$ cat src/rtl/regfile_wb_arbiter.sv
// regfile_wb_arbiter
//   Shares the register file's single write port between NREQ writeback
//   sources. A round-robin arbiter picks one valid requester per cycle and the
//   winner is registered onto wena/rw/wdata. The module also keeps a busy bit
//   per register so that decode can detect read-after-write hazards.
//
// Handshake: a requester transfers in a cycle where req_valid[i] & req_ready[i]
//   are both high. req_ready is one-hot, never asserts without req_valid, and
//   requesters hold addr/data stable and valid high until they are granted.
//
// Ports
//   clk, rst              clock (rising edge), asynchronous active-high reset
//   req_valid/req_ready   per-requester valid in, one-hot grant out
//   req_addr/req_data     packed per-requester dest register and write data
//   rsv_en/rsv_addr       issue stage reserves a destination register
//   rsv_ready             reservation accepted this cycle
//   ra, rb                decode read addresses
//   hazard_a/hazard_b     ra/rb have a pending write
//   wena, rw, wdata       registered register-file write port
module regfile_wb_arbiter #(
  parameter int NREQ = 3,
  parameter int AW   = 5,
  parameter int DW   = 32
) (
  input  logic               clk,
  input  logic               rst,
  input  logic [NREQ-1:0]    req_valid,
  output logic [NREQ-1:0]    req_ready,
  input  logic [NREQ*AW-1:0] req_addr,
  input  logic [NREQ*DW-1:0] req_data,
  input  logic               rsv_en,
  input  logic [AW-1:0]      rsv_addr,
  output logic               rsv_ready,
  input  logic [AW-1:0]      ra,
  input  logic [AW-1:0]      rb,
  output logic               hazard_a,
  output logic               hazard_b,
  output logic               wena,
  output logic [AW-1:0]      rw,
  output logic [DW-1:0]      wdata
);

  localparam int PW   = $clog2(NREQ);
  localparam int NREG = 2**AW;

  logic [PW-1:0]   ptr;
  logic [PW-1:0]   winner;
  logic [PW-1:0]   scan_idx;
  logic [PW-1:0]   ptr_next;
  logic            any_valid;
  logic [AW-1:0]   win_addr;
  logic [DW-1:0]   win_data;
  logic [NREG-1:0] busy;

  // Scan from the highest offset down so the last match written is the
  // requester closest to ptr, which is the round-robin winner.
  always_comb begin
    winner   = ptr;
    scan_idx = '0;
    for (int k = NREQ - 1; k >= 0; k--) begin
      scan_idx = PW'((int'(ptr) + k) % NREQ);
      if (req_valid[scan_idx]) winner = scan_idx;
    end
  end

  assign any_valid = |req_valid;
  assign req_ready = any_valid ? (NREQ'(1) << winner) : '0;
  assign win_addr  = req_addr[int'(winner)*AW +: AW];
  assign win_data  = req_data[int'(winner)*DW +: DW];
  assign ptr_next  = (winner == PW'(NREQ - 1)) ? '0 : winner + PW'(1);

  // busy[0] is never set, so register 0 is always accepted and never hazards.
  assign rsv_ready = rsv_en & ((rsv_addr == '0) | ~busy[rsv_addr]);
  assign hazard_a  = busy[ra];
  assign hazard_b  = busy[rb];

  always_ff @(posedge clk or posedge rst) begin
    if (rst) begin
      ptr   <= '0;
      wena  <= 1'b0;
      rw    <= '0;
      wdata <= '0;
      busy  <= '0;
    end else begin
      if (any_valid) ptr <= ptr_next;

      // A grant to register 0 is consumed but produces no write.
      wena <= any_valid && (win_addr != '0);
      if (any_valid && (win_addr != '0)) begin
        rw    <= win_addr;
        wdata <= win_data;
      end

      // Clear first, then set: a reservation landing on the edge that
      // retires a write to the same register stays pending.
      if (wena) busy[rw] <= 1'b0;
      if (rsv_ready && (rsv_addr != '0)) busy[rsv_addr] <= 1'b1;
    end
  end

endmodule

$ cat config.mk
export PLATFORM = sky130hd
export DESIGN_NAME = regfile_wb_arbiter
export DESIGN_NICKNAME = d
export VERILOG_FILES = /design/src/rtl/regfile_wb_arbiter.sv
export SDC_FILE = /design/constraint.sdc
export NUM_CORES = 1
export LEC_CHECK = 0
export ABC_AREA = 0
export CAP_MARGIN = 5
export CORE_MARGIN = 3
export CORE_UTILIZATION = 30
export CTS_CLUSTER_DIAMETER = 150
export DETAILED_ROUTE_END_ITERATION = 6
export REMOVE_ABC_BUFFERS = 1
export SLEW_MARGIN = 5
export SYNTH_ARGS = -nofsm -noshare
export SYNTH_HDL_FRONTEND = slang
export SYNTH_SLANG_ARGS = --single-unit
$ cat constraint.sdc
create_clock -name clk -period 2.8 [get_ports clk]
set_input_delay 0.28 -clock clk [delete_from_list [all_inputs] [get_ports clk]]
set_output_delay 0.28 -clock clk [all_outputs]
set_load 0.01 [all_outputs]
==> impl_metrics.csv <==
group,metric,value,unit
yosys,ys_seq_area_share,37.07,%
setup_path,reg2reg_slack,-0.23,ns
setup_path,path_class,"reg -> reg",
drt,wire_per_inst,18.53,um
yosys,synth_top_cells_by_area,"dfrtp_1 (37%), mux4_2 (13%), mux2_4 (8.6%), o21ai_0 (7.0%), mux2i_1 (6.8%)",
run,maxCapViolations,0,
yosys,synth_top_area_share,37.07,%
setup_path,r2r_cells,14,
timing,fin_crit_sh,108.0,%
min_path,hp-class,"in -> async",
drt,ant_nets,0,
yosys,synth.distinct_cells,49,
timing,finClkSkew,0.006308,ns
yosys,syn_avg_cell_area,10.71,um^2
clock_tree,htreeDepth,3,
floorplan,rows,45,
floorplan,io_pins,176,
timing,final-setup-viol-count,34,
global_routing,grt_pass1_wl,26.94,mm
status,status,"finished, violations left",
power_and_ir_drop,p_total,10450,uW
cells_and_area,fin_cells,909,
cells_and_area,final_common_cell,"clkdlybuf4s50_1",
setup_path,worst-endpoint-required,3.02,ns
timing,worst_hold_slack,0.3734,ns
yosys,yosys_warnings,0,
yosys,synth_edf_count,0,
cells_and_area,syn2layout_area_growth,66.85,%
clock_tree,clock_path_buffers,2,
global_routing,gr-total-overflow,0,
floorplan,initial_core_util,31.28,%
yosys,synth_area_leader_cell,"dfrtp_1",
drt,via_per_inst,5.217,
floorplan,core-area,15540,um^2
yosys,netlist_area,4861,um^2
drt,drtIter0Drc,236,
clock_tree,cts_tree,"done",
cells_and_area,nFillCells,1360,
clock_tree,root_buffer,"clkbuf_16",
status,failed_checks,"setup timing",
power_and_ir_drop,ir_drop,0.0005319,V
floorplan,die-area,17770,um^2
cells_and_area,final_cell_mix,"clkdlybuf4s50_1 (167), dfrtp_1 (72), o21ai_0 (65), buf_4 (61), nand2_1 (43)",
drt,vias,4742,
floorplan,die_x,133.3,um
setup_path,cp.arrival,3.25,ns
global_routing,antenna_found_initial,0,
placed_design,io_buffers,175,
drt,drt_first_pass_iters,5,
drt,routed_wl,16.85,mm
global_routing,groute.usage.overall,19.07,%
clock_tree,clock_sinks,72,
timing,slew_headroom,52.25,%
timing,rsz0062_at_grt,"true",
global_routing,grt_max_degree,65,
setup_path,worstReg2RegStart,"ptr[1]",
placed_design,dp_hpwl,12.53,mm
yosys,ys_async_sr_fraction,100.0,%
setup_path,worst_r2r_endpoint,"wdata[0]",
placed_design,routabilityCongestion,0.8986,
timing,slew_violations,0,
yosys,syn_inst,454,
clock_tree,clkTransAtPathRegs,0.06,ns
timing,fmax,330.5,MHz
drt,drcViolationCount,0,
setup_path,worstSetupStartpointType,"flip-flop",
global_routing,grt_pass1_vias,5108,
cells_and_area,drive_gt1_share,29.80,%
yosys,synth_seq_cells,72,
clock_tree,postCtsHoldBufs,0,
timing,hold_viol,0,
clock_tree,insertion_delay,0.34,ns
power_and_ir_drop,p_per_area,1289,nW/um^2
cells_and_area,nets,828,
cells_and_area,diodes,0,
placed_design,dp_cells,872,
clock_tree,numCtsBuffers,9,
setup_path,worstPathMaxFanout,8,
setup_path,cp-end-kind,"flip-flop",
timing,worst_slew_pin_slew,0.7152,ns
timing,worst_slack,-0.2254,ns
timing,layout_min_cycle_time,3.025,ns
power_and_ir_drop,p_leak,0.003404,uW
yosys,synth_flop_cell,"dfrtp_1",
floorplan,die_y,133.3,um
[synthesized netlist by cell type, types with 3 or more instances]
| library cell | instances |
|---|---|
| nand3_1 | 14 |
| mux2_4 | 28 |
| clkbuf_1 | 14 |
| nand3b_1 | 8 |
| mux2_1 | 4 |
| buf_1 | 5 |
| nor2b_1 | 8 |
| inv_1 | 11 |
| buf_2 | 8 |
| o22ai_1 | 39 |
| a22o_1 | 4 |
| a21oi_1 | 10 |
| a31oi_1 | 3 |
| o21ai_1 | 4 |
| nand2_1 | 45 |
| dfrtp_1 | 72 |
| mux4_2 | 28 |
| buf_6 | 3 |
| mux2_2 | 3 |
| nor2_1 | 5 |
| ha_1 | 3 |
| mux2i_1 | 33 |
| o21ai_0 | 68 |
[worst max-delay path by stage]
stage	start	end	slack [ns]	depth (start not counted)
2_1_floorplan	ptr[0]	wdata[27]	-2.06	10
3_3_place_gp	ptr[0]	wdata[27]	-0.23	14
3_5_place_dp	ptr[0]	wdata[27]	-0.36	14
4_1_cts	ptr[1]	wdata[0]	-0.19	14
5_1_grt	ptr[1]	wdata[0]	-0.34	14
6_report	ptr[1]	wdata[0]	-0.23	14
[critical path, cell delays in order (launching register included)]
cell and delay, ns:
dfrtp_1 0.43, inv_2 0.08, ha_4 0.18, buf_6 0.12
nor2b_1 0.12, o211ai_1 0.35, nand2_2 0.16, buf_4 0.17
o21ai_2 0.18, a22oi_2 0.12, a211oi_4 0.29, a21oi_4 0.11
buf_8 0.15, buf_16 0.15, mux2_4 0.30
[per-layer routing]
layer	wire [um]	vias to the layer above	track usage (%)
li1	-	2218	-
met1	6547	2296	22.79
met2	8685	198	33.01
met3	1251	30	5.589
met4	363	0	6.286
met5	0	-	0
[sequential cells by signal, summed over array words and instances, names as in the netlist]
signal / flops
wena: 1
wdata: 32
rw: 5
busy: 32
ptr: 2
[cells by family (layout without fill, tap and decap cells)]
family                   count (synthesis)  count (layout)  share of synthesized area [%]
AO/OA/AOI/OAI                          146             146                          18.35
AND/OR/NAND/NOR                         96              96                          9.936
buffers and inverters                   41             285                          3.835
adder cells (fa/ha/maj)                  3               3                         0.7723
flip-flops                              72              72                          37.07
multiplexers                            96              96                          30.04
[power by group]
| part | leakage, uW | internal (uW) | switching (uW) |
|---|---|---|---|
| Combinational | 0.00238 | 4050 | 3120 |
| Sequential | 0.000867 | 1600 | 463 |
| Clock | 0.000156 | 780 | 441 |
[stage by stage]
stage | TNS, ns | area (um^2) | utilization, % | worst slack [ns]
6_report | -7.097 | 8110 | 52.19 | -0.2254
3_3_place_gp | -7.600 | 7322 | 47.12 | -0.2265
3_5_place_dp | -11.83 | 7322 | 47.12 | -0.3598
5_1_grt | -11.32 | 8110 | 52.19 | -0.3427
2_1_floorplan | -76.63 | 4716 | - | -2.061
4_1_cts | -5.816 | 8009 | 51.54 | -0.1921
[layout make-up]
cell class | instances | area (um^2) | share of cell area [%]
sequential | 72 | 1802 | 22.22
multi-input combinational | 341 | 3084 | 38.03
timing repair buffer | 258 | 2599 | 32.04
tap | 211 | 264.0 | 3.255
inverter | 11 | 41.29 | 0.5091
clock inverter | 7 | 95.09 | 1.172
clock buffer | 9 | 225.2 | 2.777
[repair_timing]
action / CTS / global route
pin swaps: 23 / 9
buffers inserted: 15 / 5
gates cloned: 4 / 0
setup endpoints to repair: 40 / 42
resized for setup: 59 / 21
Power figures use the tool's default switching activity.
